==> src/rtl/calc_req_sequencer.sv <==
// rtl/calc_req_sequencer.sv - one-transaction request sequencer for a single calc1_top port
module calc_req_sequencer #(
  parameter int TIMEOUT = 10,
  parameter int TAGW    = 4
) (
  input  logic            c_clk,
  input  logic            reset_n,
  input  logic            req_valid,
  output logic            req_ready,
  input  logic [3:0]      req_cmd,
  input  logic [31:0]     req_op1,
  input  logic [31:0]     req_op2,
  input  logic [TAGW-1:0] req_tag,
  output logic [3:0]      calc_cmd,
  output logic [31:0]     calc_data,
  input  logic [1:0]      calc_resp,
  input  logic [31:0]     calc_rdata,
  output logic            rsp_valid,
  input  logic            rsp_ready,
  output logic [1:0]      rsp_resp,
  output logic [31:0]     rsp_data,
  output logic [TAGW-1:0] rsp_tag,
  output logic            rsp_timeout,
  output logic            stray
);

  typedef enum logic [2:0] {IDLE, SEND1, SEND2, WAIT, DONE} state_t;

  localparam logic [7:0] LAST = 8'(TIMEOUT - 1);

  state_t          state, state_n;
  logic [31:0]     op2_q, op2_n;
  logic [7:0]      cnt, cnt_n;
  logic            req_ready_n, rsp_valid_n, rsp_timeout_n, stray_n;
  logic [3:0]      calc_cmd_n;
  logic [31:0]     calc_data_n, rsp_data_n;
  logic [1:0]      rsp_resp_n;
  logic [TAGW-1:0] rsp_tag_n;

  always_ff @(posedge c_clk or negedge reset_n) begin
    if (!reset_n) begin
      state       <= IDLE;
      op2_q       <= '0;
      cnt         <= '0;
      req_ready   <= 1'b0;
      calc_cmd    <= '0;
      calc_data   <= '0;
      rsp_valid   <= 1'b0;
      rsp_resp    <= '0;
      rsp_data    <= '0;
      rsp_tag     <= '0;
      rsp_timeout <= 1'b0;
      stray       <= 1'b0;
    end else begin
      state       <= state_n;
      op2_q       <= op2_n;
      cnt         <= cnt_n;
      req_ready   <= req_ready_n;
      calc_cmd    <= calc_cmd_n;
      calc_data   <= calc_data_n;
      rsp_valid   <= rsp_valid_n;
      rsp_resp    <= rsp_resp_n;
      rsp_data    <= rsp_data_n;
      rsp_tag     <= rsp_tag_n;
      rsp_timeout <= rsp_timeout_n;
      stray       <= stray_n;
    end
  end

  always_comb begin
    state_n       = state;
    op2_n         = op2_q;
    cnt_n         = cnt;
    calc_cmd_n    = calc_cmd;
    calc_data_n   = calc_data;
    rsp_valid_n   = rsp_valid;
    rsp_resp_n    = rsp_resp;
    rsp_data_n    = rsp_data;
    rsp_tag_n     = rsp_tag;
    rsp_timeout_n = rsp_timeout;
    stray_n       = stray;
    case (state)
      IDLE: begin
        if (calc_resp != 2'd0) stray_n = 1'b1;
        if (req_valid && req_ready) begin
          op2_n     = req_op2;
          rsp_tag_n = req_tag;
          if (req_cmd != 4'd0) begin
            calc_cmd_n  = req_cmd;
            calc_data_n = req_op1;
            state_n     = SEND1;
          end else begin
            rsp_resp_n    = 2'd0;
            rsp_data_n    = '0;
            rsp_timeout_n = 1'b0;
            state_n       = DONE;
          end
        end
      end
      SEND1: begin
        if (calc_resp != 2'd0) stray_n = 1'b1;
        calc_cmd_n  = 4'd0;
        calc_data_n = op2_q;
        cnt_n       = 8'd0;
        state_n     = SEND2;
      end
      SEND2, WAIT: begin
        calc_data_n = '0;
        if (calc_resp != 2'd0) begin
          rsp_resp_n    = calc_resp;
          rsp_data_n    = calc_rdata;
          rsp_timeout_n = 1'b0;
          rsp_valid_n   = 1'b1;
          state_n       = DONE;
        end else if (cnt == LAST) begin
          rsp_resp_n    = 2'd0;
          rsp_data_n    = '0;
          rsp_timeout_n = 1'b1;
          rsp_valid_n   = 1'b1;
          state_n       = DONE;
        end else begin
          cnt_n   = cnt + 8'd1;
          state_n = WAIT;
        end
      end
      DONE: begin
        // A no-op enters DONE with rsp_valid low; it rises one edge later.
        if (calc_resp != 2'd0) stray_n = 1'b1;
        if (rsp_valid && rsp_ready) begin
          rsp_valid_n = 1'b0;
          state_n     = IDLE;
        end else begin
          rsp_valid_n = 1'b1;
        end
      end
      default: state_n = IDLE;
    endcase
    req_ready_n = (state_n == IDLE);
  end

endmodule

==> config.mk <==
export PLATFORM = sky130hd
export DESIGN_NAME = calc_req_sequencer
export DESIGN_NICKNAME = d
export VERILOG_FILES = /design/src/rtl/calc_req_sequencer.sv
export SDC_FILE = /design/constraint.sdc
export NUM_CORES = 1
export LEC_CHECK = 0
export ABC_AREA = 1
export ABC_CLOCK_PERIOD_IN_PS = 1750
export CORE_MARGIN = 5
export CORE_UTILIZATION = 47
export CTS_BUF_LIST = sky130_fd_sc_hd__clkbuf_8
export CTS_CLUSTER_DIAMETER = 200
export DETAILED_ROUTE_END_ITERATION = 6
export PLACE_DENSITY = 0.83
export SETUP_SLACK_MARGIN = 0.02
export SYNTH_ARGS = -nofsm -noshare
export SYNTH_HDL_FRONTEND = slang
export SYNTH_SLANG_ARGS = --single-unit
export TNS_END_PERCENT = 50
==> constraint.sdc <==
create_clock -name c_clk -period 1.75 [get_ports c_clk]
set_input_delay 0.2625 -clock c_clk [delete_from_list [all_inputs] [get_ports c_clk]]
set_output_delay 0.2625 -clock c_clk [all_outputs]
set_load 0.02 [all_outputs]
==> impl_metrics.toml <==
[worst_setup_path]
crit_family = "buffers and inverters"
cpPeakStageDelay_ps = 610
worstSetupPathType = "reg -> out"
endpoint_kind = "output pin"
arrival_ps = 1410
worstPathMaxFanout = 2
critical_path.cell_chain = "clkdlybuf4s50_1"
path_buf_inv = 1
cpMaxStageDelayCell = "clkdlybuf4s50_1"
cp-start-kind = "flip-flop"
cp_data_required_time_ps = 1490

[synthesis]
synth_seq_cells = 121
synth_edf_count = 0
ys_warn_count = 0
syn_area_mm2 = 0.00537
yosys-top-cells-area = "dfrtp_1 56%, nand2_1 29%, nand3_1 4.8%"
syn_area_per_cell_um2 = 7.86
synth_ff_type = "dfrtp_1"
yosysMostFrequentCell = "nand2_1"
synthArstFlopShare_pct = 100
synth_top_cell_by_area = "dfrtp_1"
ys_types = 25
ys_seq_area_share_pct = 56.4
syn_inst = 683
synth_top_area_share_pct = 56.4
synth_fp_nets = 795
synthTopCellsByCount = "409 x nand2_1, 121 x dfrtp_1, 52 x nand3_1, 22 x nor2_1, 19 x buf_2"

[placed_design]
hpwl_um = 10500
dp_slack_ps = 26.3
place_congestion = 0.804
placement.io_buffers = 187
dp_cells = 1004

[floorplan]
design.core.area_mm2 = 0.0113
dieArea_mm2 = 0.0137
initial_core_util_pct = 47.4
fp.dieH_um = 117
die_width_um = 117
rows = 39
ios = 188

[global_routing]
grt_use_total_pct = 21.7
first_global_vias = 4793
busiest_layer = "met2"
grt_pass1_wl_um = 23300
grtUsageMet1_pct = 28.1
grt_overflow = 0
grt_max_degree = 59
met2_usage_pct = 34.3
met3_usage_pct = 8.17
antenna_found_initial = 0

[status]
status = "completed"

[sta]
finalSetupViolations = 0
fin_crit_ps = 1670
hold_viol_final = 0
maxSlewViolCount = 0
relSlewSlack_pct = 54.8
rsz0062_at_grt = "yes"
max_freq_ghz = 0.598
fin_setup_tns_ps = 0
tightestPinTransition_ps = 677
finalCritPeriodShare_pct = 95.6
clock_skew_ps = 11.0
layout_setup_ws_ps = 77.0

[layout]
nets = 993
final_cells = 1037
syn_to_final_growth_pct = 48.7
finish.utilization_pct = 70.6
drive_above_1_share_pct = 7.16
antenna_cells = 0

[detailed_routing]
drt-pass1-iter-count = 7
drc = 0
ant_nets = 0
wl_per_cell_um = 14.2
first_iter_violations = 426
wl_um = 14800
vias = 4992
vias_per_cell = 4.81

[power]
leakagePower_nw = 4.17
vdd_drop_max_uv = 888
total_power_mw = 15.0
power.density_mw_per_mm2 = 1880

[clocking]
cts_buffers = 17
cts_sinks = 121
clock-root-buffer = "clkbuf_8"
clock_path_buffers = 2
h-tree-depth = 4
cts_tree = "yes"
path_clk_slew_ps = 70
worstSkewPairLatency_ps = 410
postCtsSetupBuffers = 0

[run]
drv_cap = 0

[hold_path]
hold_class = "in -> async"
==> registers in the layout, indices dropped and copies added, names as in the netlist <==
signal	flops
op2_q	32
rsp_tag	4
calc_data	32
cnt	8
req_ready	1
rsp_data	32
calc_cmd	4
stray	1
state	3
rsp_timeout	1
rsp_resp	2
rsp_valid	1
==> area by class of cell <==
class / count / area (µm²)
multi-input cells: 513 / 2100
well taps: 143 / 179
flip-flops and latches: 121 / 3030
clock inverters: 14 / 189
repair buffers: 208 / 2170
fillers: 931 / 3330
clock buffers: 18 / 248
inverters: 20 / 77.6
==> cells by family (layout without fill, tap and decap cells) <==
family          after synthesis  count (layout)  share of synthesized area (%)
simple gates                499             499                           37.1
compound gates                9               9                          0.955
buf+inv                      49             260                           4.61
xor+xnor                      3               3                          0.489
flops                       121             121                           56.4
fa+ha+maj                     2               2                          0.466
==> where the power goes <==
part	internal, mW	switching (mW)	total (mW)	leakage [nW]
clock network	1.70	1.05	2.75	0.242
logic	3.14	4.32	7.46	2.41
registers	4.08	0.682	4.76	1.52
total	8.93	6.05	15.0	4.17
==> final timing paths <==
| path | end | from | slack [ps] | depth (start not counted) |
|---|---|---|---|---|
| worst max-delay path | calc_data[2] | calc_data[2] | 80 | 1 |
| worst min-delay path | calc_data[8] | reset_n | 220 | 2 |
| worst max register to register | op2_q[9] | state[2] | 150 | 6 |
| min in group c_clk | rsp_data[13] | calc_rdata[13] | 380 | 3 |
| max in group asynchronous | rsp_tag[1] | reset_n | 970 | 3 |
| worst min register to register | calc_cmd[0] | calc_cmd[0] | 470 | 2 |
==> routing by layer <==
metal	vias up	share of wire, %
met5	-	0
met2	196	46
met3	9	12
met1	2286	42
met4	0	0.74
li1	2501	-
==> cells in the final DEF, fill, tap and decap left out, drive strengths merged <==
| cell type | Yosys | layout |
|---|---|---|
| dlymetal6s2s | 0 | 5 |
| o22ai | 1 | 1 |
| nor3 | 1 | 1 |
| o21ai | 6 | 6 |
| bufinv | 0 | 5 |
| nand3 | 52 | 52 |
| o21bai | 1 | 1 |
| inv | 20 | 25 |
| dfrtp | 121 | 121 |
| clkinv | 0 | 4 |
| nor2 | 26 | 26 |
| ha | 2 | 2 |
| clkdlybuf4s50 | 0 | 180 |
| nor3b | 1 | 1 |
| buf | 26 | 21 |
| clkbuf | 3 | 18 |
| dlygate4sd2 | 0 | 1 |
| nand2 | 414 | 414 |
| xor2 | 3 | 3 |
| nand4 | 5 | 5 |
| dlygate4sd3 | 0 | 1 |
| o211ai | 1 | 1 |
==> stage by stage <==
stage	hold WS, ps	cell area, µm²
final	220	7990
after global routing	217	7990
after CTS	199	7980
after detailed placement	116	7530
after global placement	115	7530
after floorplan	-33.1	5370
==> timing repair <==
item                       4_1_cts  5_1_grt
setup endpoints to repair        1       26
hold endpoints to repair       121        0
pin swaps                        0        0
hold buffers                     1        0
resized for setup                1        6
(Power assumes the default switching activity.)
